### config.mk
export PLATFORM = sky130hd
export DESIGN_NAME = arm7tdmi_exception_ctrl_flat
export DESIGN_NICKNAME = d
export VERILOG_FILES = /design/src/rtl/arm7tdmi_exception_ctrl_if.sv /design/src/rtl/arm7tdmi_exception_ctrl.sv /design/src/flat_wrapper.sv
export SDC_FILE = /design/constraint.sdc
export NUM_CORES = 1
export LEC_CHECK = 0
export CELL_PAD_IN_SITES_DETAIL_PLACEMENT = 1
export CELL_PAD_IN_SITES_GLOBAL_PLACEMENT = 1
export CORE_UTILIZATION = 32
export DETAILED_ROUTE_END_ITERATION = 10
export PLACE_DENSITY = 0.8
export SLEW_MARGIN = 15
export SYNTH_ARGS = -nofsm -noshare
export SYNTH_HDL_FRONTEND = slang
export SYNTH_SLANG_ARGS = --single-unit
### constraint.sdc
create_clock -name clk -period 2.7 [get_ports clk]
set_clock_uncertainty 0.15 [all_clocks]
set_input_delay 0.405 -clock clk [delete_from_list [all_inputs] [get_ports clk]]
set_output_delay 0.405 -clock clk [all_outputs]
set_load 0.005 [all_outputs]
### src/rtl/arm7tdmi_exception_ctrl_if.sv
// arm7tdmi_exception_ctrl_if: exception requests, CPSR context and register-file/PC update bundle
interface arm7tdmi_exception_ctrl_if;
  logic req_dabt, req_fiq, req_irq, req_pabt, req_und, req_swi;
  logic [31:0] cpsr_in, instr_addr;
  logic cpsr_we, spsr_we, lr_we;
  logic [31:0] cpsr_out, spsr_out, lr_out;
  logic exc_ack;
  logic [2:0] exc_id;
  logic pipe_flush, pc_load, busy;
  logic [31:0] pc_value;
  modport master (
    output req_dabt, req_fiq, req_irq, req_pabt, req_und, req_swi, cpsr_in, instr_addr,
    input cpsr_we, spsr_we, lr_we, cpsr_out, spsr_out, lr_out, exc_ack, exc_id,
    input pipe_flush, pc_load, busy, pc_value
  );
  modport slave (
    input req_dabt, req_fiq, req_irq, req_pabt, req_und, req_swi, cpsr_in, instr_addr,
    output cpsr_we, spsr_we, lr_we, cpsr_out, spsr_out, lr_out, exc_ack, exc_id,
    output pipe_flush, pc_load, busy, pc_value
  );
endinterface

### src/rtl/arm7tdmi_exception_ctrl.sv
// arm7tdmi_exception_ctrl: ARM7TDMI exception entry sequencer (arbitrate, bank CPSR/SPSR/LR, vector, refill).
// Define ARM7TDMI_HIVECS_EN to add the hivecs input selecting high vectors at 0xFFFF0000.
module arm7tdmi_exception_ctrl #(
  parameter int REFILL_CYCLES = 2
) (
  input logic clk,
  input logic rst_n,
`ifdef ARM7TDMI_HIVECS_EN
  input logic hivecs,
`endif
  arm7tdmi_exception_ctrl_if.slave bus
);
  typedef enum logic [2:0] {RST_ENTRY, IDLE, ENTRY, VECTOR, REFILL} state_t;
  typedef struct packed {
    logic exc_ack;
    logic [2:0] exc_id;
    logic pipe_flush, cpsr_we, spsr_we, lr_we, pc_load, busy;
    logic [31:0] cpsr_out, spsr_out, lr_out, pc_value;
  } out_t;
  state_t state, state_nx;
  out_t o, o_nx;
  logic [2:0] id, id_nx, sel, cnt, cnt_nx;
  logic [31:0] base, base_nx, hv_base, vec_off, lr_off;
  logic [4:0] mode;
  logic fiq_ok, irq_ok, hit;
`ifdef ARM7TDMI_HIVECS_EN
  assign hv_base = hivecs ? 32'hFFFF0000 : 32'h0;
`else
  assign hv_base = 32'h0;
`endif
  assign fiq_ok = bus.req_fiq & ~bus.cpsr_in[6];
  assign irq_ok = bus.req_irq & ~bus.cpsr_in[7];
  assign hit = bus.req_dabt | fiq_ok | irq_ok | bus.req_pabt | bus.req_und | bus.req_swi;
  assign sel = bus.req_dabt ? 3'd1 : fiq_ok ? 3'd2 : irq_ok ? 3'd3 : bus.req_pabt ? 3'd4 :
               bus.req_und ? 3'd5 : 3'd6;
  assign mode = (sel == 3'd1 || sel == 3'd4) ? 5'b10111 : sel == 3'd2 ? 5'b10001 :
                sel == 3'd3 ? 5'b10010 : sel == 3'd5 ? 5'b11011 : 5'b10011;
  // Thumb SWI/UND return past a halfword instruction
  assign lr_off = sel == 3'd1 ? 32'd8 : (sel >= 3'd5 && bus.cpsr_in[5]) ? 32'd2 : 32'd4;
  assign vec_off = id == 3'd1 ? 32'h10 : id == 3'd2 ? 32'h1C : id == 3'd3 ? 32'h18 :
                   id == 3'd4 ? 32'h0C : id == 3'd5 ? 32'h04 : id == 3'd6 ? 32'h08 : 32'h0;
  always_comb begin
    state_nx = state;
    id_nx = id;
    base_nx = base;
    cnt_nx = cnt;
    o_nx = o;
    o_nx.exc_ack = 1'b0;
    o_nx.pipe_flush = 1'b0;
    o_nx.cpsr_we = 1'b0;
    o_nx.spsr_we = 1'b0;
    o_nx.lr_we = 1'b0;
    o_nx.pc_load = 1'b0;
    case (state)
      RST_ENTRY: begin
        state_nx = ENTRY;
        id_nx = 3'd0;
        base_nx = hv_base;
        o_nx.cpsr_we = 1'b1;
        o_nx.pipe_flush = 1'b1;
        o_nx.cpsr_out = 32'h000000D3;
      end
      IDLE: if (hit) begin
        state_nx = ENTRY;
        id_nx = sel;
        base_nx = hv_base;
        o_nx.exc_ack = 1'b1;
        o_nx.exc_id = sel;
        o_nx.pipe_flush = 1'b1;
        o_nx.cpsr_we = 1'b1;
        o_nx.spsr_we = 1'b1;
        o_nx.lr_we = 1'b1;
        o_nx.spsr_out = bus.cpsr_in;
        o_nx.cpsr_out = {bus.cpsr_in[31:8], 1'b1, sel == 3'd2 | bus.cpsr_in[6], 1'b0, mode};
        o_nx.lr_out = bus.instr_addr + lr_off;
      end
      ENTRY: begin
        state_nx = VECTOR;
        o_nx.pc_load = 1'b1;
        o_nx.pc_value = base + vec_off;
      end
      VECTOR: begin
        state_nx = REFILL;
        cnt_nx = 3'd1;
      end
      REFILL: begin
        state_nx = cnt == 3'(REFILL_CYCLES) ? IDLE : REFILL;
        cnt_nx = cnt + 3'd1;
      end
      default: state_nx = RST_ENTRY;
    endcase
    o_nx.busy = state_nx != IDLE;
  end
  always_ff @(posedge clk or negedge rst_n)
    if (!rst_n) begin
      state <= RST_ENTRY;
      id <= '0;
      base <= '0;
      cnt <= '0;
      o <= '0;
    end else begin
      state <= state_nx;
      id <= id_nx;
      base <= base_nx;
      cnt <= cnt_nx;
      o <= o_nx;
    end
  assign bus.exc_ack = o.exc_ack;
  assign bus.exc_id = o.exc_id;
  assign bus.pipe_flush = o.pipe_flush;
  assign bus.cpsr_we = o.cpsr_we;
  assign bus.spsr_we = o.spsr_we;
  assign bus.lr_we = o.lr_we;
  assign bus.pc_load = o.pc_load;
  assign bus.busy = o.busy;
  assign bus.cpsr_out = o.cpsr_out;
  assign bus.spsr_out = o.spsr_out;
  assign bus.lr_out = o.lr_out;
  assign bus.pc_value = o.pc_value;
endmodule

### src/flat_wrapper.sv
// flat-port wrapper written by rule: the top's interface ports become plain ports
module arm7tdmi_exception_ctrl_flat 
#(
  parameter int REFILL_CYCLES = 2
)
  (clk, rst_n, bus_req_dabt, bus_req_fiq, bus_req_irq, bus_req_pabt, bus_req_und, bus_req_swi, bus_cpsr_in, bus_instr_addr, bus_cpsr_we, bus_spsr_we, bus_lr_we, bus_cpsr_out, bus_spsr_out, bus_lr_out, bus_exc_ack, bus_exc_id, bus_pipe_flush, bus_pc_load, bus_busy, bus_pc_value);
  arm7tdmi_exception_ctrl_if bus_i ();
  input logic clk;
  input logic rst_n;
  input wire logic [$bits(bus_i.req_dabt)-1:0] bus_req_dabt;
  input wire logic [$bits(bus_i.req_fiq)-1:0] bus_req_fiq;
  input wire logic [$bits(bus_i.req_irq)-1:0] bus_req_irq;
  input wire logic [$bits(bus_i.req_pabt)-1:0] bus_req_pabt;
  input wire logic [$bits(bus_i.req_und)-1:0] bus_req_und;
  input wire logic [$bits(bus_i.req_swi)-1:0] bus_req_swi;
  input wire logic [$bits(bus_i.cpsr_in)-1:0] bus_cpsr_in;
  input wire logic [$bits(bus_i.instr_addr)-1:0] bus_instr_addr;
  output wire logic [$bits(bus_i.cpsr_we)-1:0] bus_cpsr_we;
  output wire logic [$bits(bus_i.spsr_we)-1:0] bus_spsr_we;
  output wire logic [$bits(bus_i.lr_we)-1:0] bus_lr_we;
  output wire logic [$bits(bus_i.cpsr_out)-1:0] bus_cpsr_out;
  output wire logic [$bits(bus_i.spsr_out)-1:0] bus_spsr_out;
  output wire logic [$bits(bus_i.lr_out)-1:0] bus_lr_out;
  output wire logic [$bits(bus_i.exc_ack)-1:0] bus_exc_ack;
  output wire logic [$bits(bus_i.exc_id)-1:0] bus_exc_id;
  output wire logic [$bits(bus_i.pipe_flush)-1:0] bus_pipe_flush;
  output wire logic [$bits(bus_i.pc_load)-1:0] bus_pc_load;
  output wire logic [$bits(bus_i.busy)-1:0] bus_busy;
  output wire logic [$bits(bus_i.pc_value)-1:0] bus_pc_value;
  assign bus_i.req_dabt = bus_req_dabt;
  assign bus_i.req_fiq = bus_req_fiq;
  assign bus_i.req_irq = bus_req_irq;
  assign bus_i.req_pabt = bus_req_pabt;
  assign bus_i.req_und = bus_req_und;
  assign bus_i.req_swi = bus_req_swi;
  assign bus_i.cpsr_in = bus_cpsr_in;
  assign bus_i.instr_addr = bus_instr_addr;
  assign bus_cpsr_we = bus_i.cpsr_we;
  assign bus_spsr_we = bus_i.spsr_we;
  assign bus_lr_we = bus_i.lr_we;
  assign bus_cpsr_out = bus_i.cpsr_out;
  assign bus_spsr_out = bus_i.spsr_out;
  assign bus_lr_out = bus_i.lr_out;
  assign bus_exc_ack = bus_i.exc_ack;
  assign bus_exc_id = bus_i.exc_id;
  assign bus_pipe_flush = bus_i.pipe_flush;
  assign bus_pc_load = bus_i.pc_load;
  assign bus_busy = bus_i.busy;
  assign bus_pc_value = bus_i.pc_value;
  arm7tdmi_exception_ctrl #(.REFILL_CYCLES(REFILL_CYCLES)) u_core (.clk(clk), .rst_n(rst_n), .bus(bus_i));
endmodule
==> impl_table.tex, run 1 <==
\begin{tabular}{lr}
\hline
Metric & Value \\
\hline
\multicolumn{2}{l}{\textbf{Global routing}} \\
Number of global-route vias before repair & 5410 \\
Overall fraction of global-route tracks in use & 22.2\% \\
Maximum number of pins on one net before global-route repair & 67 \\
Global-route wire length before repair & 28700 um \\
Initial antenna violation count & 0 \\
Final global-route overflow total & 0 \\
\multicolumn{2}{l}{\textbf{Timing}} \\
Relative slew slack & 52.8\% \\
Final setup slack of the worst path & roughly 0.015 ns \\
Final min period & 2.68 ns \\
Max Clk Rate & 0.373 GHz \\
Unrepaired setup endpoints after global routing & true \\
Final total negative setup slack & 0 ns \\
Final Hold Viols & 0 \\
Number of setup violations in the final report & 0 \\
Portion of the clock cycle consumed by the worst path in the final layout & 99.4\% \\
Worst Max-Slew Pin Slew & 0.708 ns \\
Fin. max-slew vios & 0 \\
\multicolumn{2}{l}{\textbf{Logic synthesis}} \\
Count of cell types in the netlist & 53 \\
Simple-gate area share of the yosys netlist & 20.9\% \\
Mean Syn Cell Area & 9.61 um\^{}2 \\
FFs w/ async S/R, synth & 100\% \\
Main combinational cell family by area after synthesis & simple AND/OR/NAND/NOR gates \\
Post-synth design cell area & 5290 um\^{}2 \\
Top FF cell, synth & dfrtp\_1 \\
Adder and majority gate portion of the synthesized area & 1.56\% \\
Syn Inst Count & 550 \\
Xor-xnor portion of the synthesized cell area & 1.82\% \\
Number of register bits inferred by synthesis & 113 \\
Yosys warning count & 0 \\
Number of enable flip-flop cells after synthesis & 0 \\
Compound-cell area share of the yosys netlist & 13.7\% \\
Sequential fraction of the synthesis area & 53.5\% \\
Portion of netlist area occupied by mux cells & 0.592\% \\
\multicolumn{2}{l}{\textbf{Die}} \\
Die height & 131 um \\
I/O pin count & 210 \\
Width of the chip & 131 um \\
Area enclosed by the die boundary & 17000 um\^{}2 \\
Initial standard-cell utilization of the core & 33.0\% \\
Core box area & 16000 um\^{}2 \\
Number of cell rows & 46 \\
\multicolumn{2}{l}{\textbf{Outcome}} \\
Outcome & finished, final reports clean \\
\multicolumn{2}{l}{\textbf{Setup path}} \\
Startpoint type of the worst setup path & input port \\
Arr. time, crit path & 2.87 ns \\
Crit Path Class & input port to register \\
FF-to-FF setup slack & 0.41 ns \\
Endpoint class of the critical path & register \\
WP data required & 2.88 ns \\
Slowest library cell on the worst path & or4\_1 \\
Cell breakdown of the critical path & clkdlybuf4s15\_1 > nor3\_4 > and2\_4 > ha\_4 > fa\_2 > a21oi\_2 > or4\_4 > buf\_6 > or4\_1 > a31oi\_2 \\
Delay of the slowest cell on the worst path & between 0.5 and 0.6 ns \\
Maximum fanout count along the critical path & 7 \\
\multicolumn{2}{l}{\textbf{CTS}} \\
Clock transition at path regs & roughly 0.060 ns \\
CTS H-Tree Depth & 4 \\
CTS max path bufs & 2 \\
Insertion delay of the later-clocked pin in the worst-skew pair & 0.41 ns \\
Clock tree root buffer cell & clkbuf\_16 \\
TritonCTS clock tree & built \\
Total clock buffers created by CTS & 17 \\
Clk sinks & $\sim$110 \\
\multicolumn{2}{l}{\textbf{Routing}} \\
Final WL & 18500 um \\
Wire length per cell & 18.4 um \\
Remaining antenna violation count after routing & 0 \\
Via density per instance & 4.97 \\
Iter 0 DRT Violations & 213 \\
Routed via count & 4989 \\
DRC viols & 0 \\
Drt pass-1 iters & 4 \\
\multicolumn{2}{l}{\textbf{Place}} \\
Buffers on Ports & 179 \\
DPL Wire Length & 13300 um \\
Total placed instance area & 7540 um\^{}2 \\
Post-Place Worst Slack & -0.953 ns \\
Gpl congestion & roughly 0.83 \\
Cell Count Post-Placement & 964 \\
\multicolumn{2}{l}{\textbf{Power}} \\
Worst IR drop on VDD & 0.000551 V \\
Leakage power figure & 3.68 nW \\
Power per cell area & 1050 nW/um\^{}2 \\
\multicolumn{2}{l}{\textbf{Layout}} \\
Ratio of cells with drive above 1 in the final layout & 15.6\% \\
Non-filler cells, final & roughly 1.0k \\
Synthesis-to-finish area growth & 56.4\% \\
Post-Layout Inst Area & around 8300 um\^{}2 \\
Antenna fix cells & 0 \\
Final layout net count & around 850 \\
\multicolumn{2}{l}{\textbf{Job}} \\
Max\_cap viols & 0 \\
\multicolumn{2}{l}{\textbf{Worst hold path}} \\
Type of the most critical hold path & input port to register \\
\hline
\end{tabular}
## what timing repair did
action	in CTS	in global routing
pin swaps	8	15
gates resized for setup	29	7
cloned	1	0
endpoints found under the setup margin	20	9
endpoints found under the hold margin	49	0
buffers inserted	4	2
hold buffers	1	0
## report_power, final
part	internal [mW]	switching (mW)
clock network	1.49	0.856
registers	2.44	0.502
logic	1.89	1.51
total	5.81	2.87
## cell usage after synthesis, types with 2 or more instances
cell type  instances  area share [%]
nand2_1          143              10
dfrtp_1          113              53
buf_4             34             4.8
nor2_1            31             2.2
a22o_1            23             3.8
clkbuf_1          21             1.5
o21ai_0           21             2.0
a31oi_1           19             2.2
or4_1             15             2.1
o31ai_1           12             1.7
a21oi_1           10            0.95
nand4_1            9             1.1
xnor2_1            9             1.5
inv_1              8            0.57
buf_2              6            0.57
nand3_1            6            0.57
nor3_1             6            0.57
ha_1               5             1.2
or3_1              5            0.59
nand2b_1           4            0.47
nor2b_1            4            0.47
a21o_1             3            0.43
nor4_1             3            0.35
o32a_1             3            0.57
or3_2              3            0.43
and3_1             2            0.24
and4_1             2            0.33
mux2i_1            2            0.38
o211ai_1           2            0.28
o41ai_1            2            0.33
xor2_1             2            0.33
## logic make-up after synthesis
kind of cell,count (synthesis)
adder cells (fa/ha/maj),6
other,1
multiplexers,3
buffers and inverters,72
flip-flops,113
AO/OA/AOI/OAI,104
XOR/XNOR,11
AND/OR/NAND/NOR,240
## area by class of cell
cell class                 instances  area (um^2)
timing repair buffer             240         2270
tap                              216          270
fill                            1854         7730
inverter                           9         33.8
sequential                       113         2830
clock inverter                    14          179
clock buffer                      18          439
multi-input combinational        394         2250
## placed cells by master, fill, tap and decap left out, types with 3 or more instances in the layout
master           count
clkinvlp_4           3
clkbuf_16           17
a21oi_1              8
o31ai_1             12
xnor2_1              9
inv_6                4
nor3_1               5
inv_1                8
nor2_1              31
ha_1                 4
nand3_1              6
o21ai_0             19
buf_4               57
conb_1              30
or3_1                5
a21o_1               3
a22o_1              23
buf_6                4
or4_4                4
a31oi_1             17
or4_1               12
nand4_1              9
nor2b_1              4
dfrtp_1            113
nor4_1               3
nand2_1            142
or3_2                3
clkinv_4             3
clkdlybuf4s50_1    171
o32a_1               3
bufinv_16            3
## state kept, by name (all words and copies together) (netlist names)
| signal | cells |
|---|---|
| u_core.bus.exc_id | 3 |
| u_core.bus.busy | 1 |
| u_core.bus.spsr_out | 32 |
| u_core.state | 3 |
| u_core.cnt | 3 |
| u_core.bus.lr_out | 32 |
| u_core.bus.pc_load | 1 |
| u_core.bus.cpsr_we | 1 |
| u_core.id | 3 |
| u_core.bus.cpsr_out | 30 |
| u_core.bus.pc_value | 3 |
| u_core.bus.exc_ack | 1 |
## metrics by stage
step	power, mW	utilization, %	hold WS (ns)
global route	9.22	51.7	0.179
detailed placement	6.30	47.1	0.314
global placement	6.09	47.1	0.308
finish	8.68	51.7	0.150
CTS	8.77	51.4	0.157
floorplan	4.16	-	-0.0406
## worst max-delay path: cells and delay by family
kind	cells	cell delay, ns
adder cells (fa/ha/maj)	2	0.33
AND/OR/NAND/NOR	4	1.48
AO/OA/AOI/OAI	2	0.27
buffers and inverters	2	0.37
## worst paths after layout
check / startpoint / cells past startpoint / endpoint
max: bus_req_pabt / 10 / u_core.bus.lr_out[29]$_DFFE_PN0P_
min: bus_cpsr_in[7] / 4 / u_core.bus.spsr_out[7]$_DFFE_PN0P_
max reg2reg: u_core.state[1]$_DFF_PN0_ / 6 / u_core.id[0]$_DFFE_PN0P_
min reg2reg: u_core.bus.cpsr_out[8]$_DFFE_PN0P_ / 2 / u_core.bus.cpsr_out[8]$_DFFE_PN0P_
max in group asynchronous: rst_n / 3 / u_core.bus.cpsr_out[15]$_DFFE_PN0P_
min in group asynchronous: rst_n / 2 / u_core.bus.spsr_out[9]$_DFFE_PN0P_
## metal layers
metal / GRT usage, % / routed length (um)
met1: 25.3 / 7360
met5: 0 / 0
met4: 8.52 / 353
met3: 4.56 / 1150
met2: 40.6 / 9600
No activity file was read; power rests on OpenSTA's default activity.
==> run 2, diff against run 1 <==
Settings changed: SLEW_MARGIN 15 to default.
==> results of run 2 <==
No change in the layout: final DEF, timing and power equal those of run 1.
==> run 3, diff against run 2 <==
Settings changed: CORE_ASPECT_RATIO from default to 0.9, GPL_ROUTABILITY_DRIVEN from default to 0.
==> run 3 against run 2 <==
Against the previous run:
- the run now ends with setup timing left
- first-iteration DRC count down 33%
- sequential power about the same
- non-clock buffer count down 1
- setup slack worse by 0.075 ns
- die area about the same
- hold slack worse by 0.0073 ns
- combinational power about the same
- global-route usage down 1.2 points
- count of clock-buffer cells in the layout down 1
- wire length down 4.9%
- final area up 0.12%
- utilization down 0.35 points
==> impl_table.tex, run 3 (synthesized netlist as in run 1, its figures left out) <==
\begin{tabular}{lr}
\hline
Metric & Value \\
\hline
\multicolumn{2}{l}{\textbf{CTS}} \\
CTS max path bufs & 2 (unchanged) \\
Clk sinks & 113 (unchanged) \\
TritonCTS clock tree & built (unchanged) \\
Total clock buffers created by CTS & 17 (unchanged) \\
Clock tree root buffer cell & clkbuf\_16 (unchanged) \\
Clock transition at path regs & 0.06 ns (about the same) \\
CTS H-Tree Depth & 4 (unchanged) \\
Insertion delay of the later-clocked pin in the worst-skew pair & 0.41 ns (about the same) \\
\multicolumn{2}{l}{\textbf{Setup path}} \\
Startpoint type of the worst setup path & input port (unchanged) \\
WP data required & 2.88 ns (about the same) \\
Critical path's top delay family & simple AND/OR/NAND/NOR gates (unchanged) \\
Crit-path most repeated cell & or4\_4 \\
Delay of the slowest cell on the worst path & 0.53 ns (was 0.52 ns) \\
Bufs and invs on worst path & 2 (unchanged) \\
Timing startpoint of the critical path & bus\_cpsr\_in[6] (was bus\_req\_pabt) \\
Crit Path Class & input port to register (unchanged) \\
Cell breakdown of the critical path & buf\_6 > nand2b\_4 > nand2\_4 > nor3\_4 > and2\_4 > ha\_4 > fa\_2 > a21oi\_2 > or4\_4 > buf\_8 > or4\_4 > a31oi\_4 (was clkdlybuf4s15\_1 > nor3\_4 > and2\_4 > ha\_4 > fa\_2 > a21oi\_2 > or4\_4 > buf\_6 > or4\_1 > a31oi\_2) \\
Arr. time, crit path & 2.94 ns (was 2.87 ns) \\
Maximum fanout count along the critical path & 6 (was 7) \\
R2R Path Start & u\_core.state[1]\$\_DFF\_PN0\_ (unchanged) \\
Endpoint class of the critical path & register (unchanged) \\
Slowest library cell on the worst path & or4\_4 (was or4\_1) \\
\multicolumn{2}{l}{\textbf{Outcome}} \\
Outcome & complete, but fails checks (was finished, final reports clean) \\
Failing checks & setup timing \\
\multicolumn{2}{l}{\textbf{Timing}} \\
Final min period & 2.76 ns (was 2.68 ns) \\
Relative slew slack & 58.1\% (was 52.8\%) \\
Final Hold Viols & 0 (unchanged) \\
Unrepaired setup endpoints after global routing & true (unchanged) \\
Final setup slack of the worst path & -0.0599 ns (was 0.0155 ns) \\
Number of setup violations in the final report & 4 (was 0) \\
Portion of the clock cycle consumed by the worst path in the final layout & 102\% (was 99.4\%) \\
Minimum hold slack & 0.143 ns (was 0.150 ns) \\
Fin. max-slew vios & 0 (unchanged) \\
Worst Max-Slew Pin Slew & 0.621 ns (was 0.708 ns) \\
Max Clk Rate & 0.362 GHz (was 0.373 GHz) \\
\multicolumn{2}{l}{\textbf{Routing}} \\
Wire length per cell & 17.7 um (was 18.4 um) \\
Via density per instance & 5.04 (was 4.97) \\
Drt pass-1 iters & 4 (unchanged) \\
DRC viols & 0 (unchanged) \\
Remaining antenna violation count after routing & 0 (unchanged) \\
Final WL & 17600 um (was 18500 um) \\
Routed via count & 5005 (was 4989) \\
Iter 0 DRT Violations & 143 (was 213) \\
\multicolumn{2}{l}{\textbf{Layout}} \\
Top library cells by usage in the layout, fill and taps aside & clkdlybuf4s50\_1, nand2\_1, dfrtp\_1 (unchanged) \\
Antenna fix cells & 0 (unchanged) \\
Filler cells & 1800 (was 1854) \\
Commonest non-fill, non-tap cell in the layout & clkdlybuf4s50\_1 (unchanged) \\
Ratio of cells with drive above 1 in the final layout & 16.3\% (was 15.6\%) \\
Finished Core Util & 51.3\% (was 51.7\%) \\
Final layout net count & 852 (was 853) \\
Synthesis-to-finish area growth & 56.6\% (was 56.4\%) \\
\multicolumn{2}{l}{\textbf{Worst hold path}} \\
Type of the most critical hold path & input port to register (unchanged) \\
Min-Delay Startpoint & bus\_cpsr\_in[7] (unchanged) \\
\multicolumn{2}{l}{\textbf{Global routing}} \\
Final global-route overflow total & 0 (unchanged) \\
Initial antenna violation count & 0 (unchanged) \\
Global-route wire length before repair & 27100 um (was 28700 um) \\
Overall fraction of global-route tracks in use & 21.0\% (was 22.2\%) \\
Maximum number of pins on one net before global-route repair & 72 (was 67) \\
Number of global-route vias before repair & 5292 (was 5410) \\
\multicolumn{2}{l}{\textbf{Place}} \\
DPL Wire Length & 12800 um (was 13300 um) \\
Buffers on Ports & 179 (unchanged) \\
\multicolumn{2}{l}{\textbf{Die}} \\
Core box area & 16100 um\^{}2 (was 16000 um\^{}2) \\
Area enclosed by the die boundary & 17000 um\^{}2 (about the same) \\
Number of cell rows & 44 (was 46) \\
Initial standard-cell utilization of the core & 32.8\% (was 33.0\%) \\
Die height & 124 um (was 131 um) \\
Width of the chip & 137 um (was 131 um) \\
I/O pin count & 210 (unchanged) \\
\multicolumn{2}{l}{\textbf{Power}} \\
Power per cell area & 1030 nW/um\^{}2 (was 1050 nW/um\^{}2) \\
Leakage power figure & 3.67 nW (was 3.68 nW) \\
Worst IR drop on VDD & 0.000514 V (was 0.000551 V) \\
\multicolumn{2}{l}{\textbf{Job}} \\
Max\_cap viols & 0 (unchanged) \\
\hline
\end{tabular}
==> run 3: cell count changes in the layout (fill, tap and decap cells not counted), sizes merged <==
cell           delta
clkinvlp          +3
bufinv            -1
clkbuf            -1
clkdlybuf4s15     -1
inv               -1
==> run 3: metrics by stage <==
stage	area [um^2]	TNS (ns)	instances	setup slack, ns	total power, mW
after floorplan	5440	-2.00	579	-0.224	4.16
after global placement	7520	-19.61	953	-0.912	6.10
after detailed placement	7520	-22.81	953	-1.06	6.29
after CTS	8210	-0.105	991	-0.0708	8.58
after global routing	8280	-0.551	994	-0.121	9.08
final	8280	-0.110	994	-0.0599	8.52
==> run 3: worst paths after layout <==
path / end / slack, ns / cells past startpoint
min in group asynchronous: u_core.bus.spsr_out[9]$_DFFE_PN0P_ / 0.43 / 2
max in group asynchronous: u_core.bus.lr_out[16]$_DFFE_PN0P_ / 1.34 / 3
min: u_core.bus.spsr_out[7]$_DFFE_PN0P_ / 0.14 / 4
max: u_core.bus.lr_out[19]$_DFFE_PN0P_ / -0.06 / 12
max reg2reg: u_core.id[0]$_DFFE_PN0P_ / 0.58 / 6
min reg2reg: u_core.bus.spsr_out[3]$_DFFE_PN0P_ / 0.33 / 2
==> run 3: routing by layer <==
| layer | vias to the layer above | global-route usage [%] | share of wire, % |
|---|---|---|---|
| li1 | 2309 | - | - |
| met1 | 2472 | 24.9 | 41 |
| met2 | 204 | 36.9 | 50 |
| met3 | 20 | 4.97 | 7.4 |
| met4 | 0 | 7.55 | 1.5 |
| met5 | - | 0 | 0 |
==> run 3: area by class of cell <==
cell class	instances	area (um^2)	area share (%)
multi-input combinational	394	2280	27.6
inverter	9	33.8	0.408
clock buffer	17	425	5.14
clock inverter	15	159	1.92
timing repair buffer	239	2290	27.7
sequential	113	2830	34.2
tap	207	259	3.13
==> run 3: worst register-to-register path, cell delays in order, from the launching register on <==
cell,delay (ns)
dfrtp_1,0.47
or3b_2,0.48
a31o_2,0.26
inv_2,0.08
buf_12,0.27
o21ai_0,0.22
o21ai_0,0.11
==> run 3: power by group <==
| part | switching [mW] | internal [mW] |
|---|---|---|
| clock | 0.856 | 1.36 |
| combinational | 1.48 | 1.90 |
| sequential | 0.480 | 2.44 |
==> run 3: timing repair <==
| action | 4_1_cts | 5_1_grt |
|---|---|---|
| resized for setup | 36 | 11 |
| buffers inserted | 5 | 4 |
| setup endpoints to repair | 20 | 13 |
| gates cloned | 1 | 0 |
| pin swaps | 12 | 18 |
| endpoints found under the hold margin | 46 | 0 |
| hold buffers | 1 | 0 |
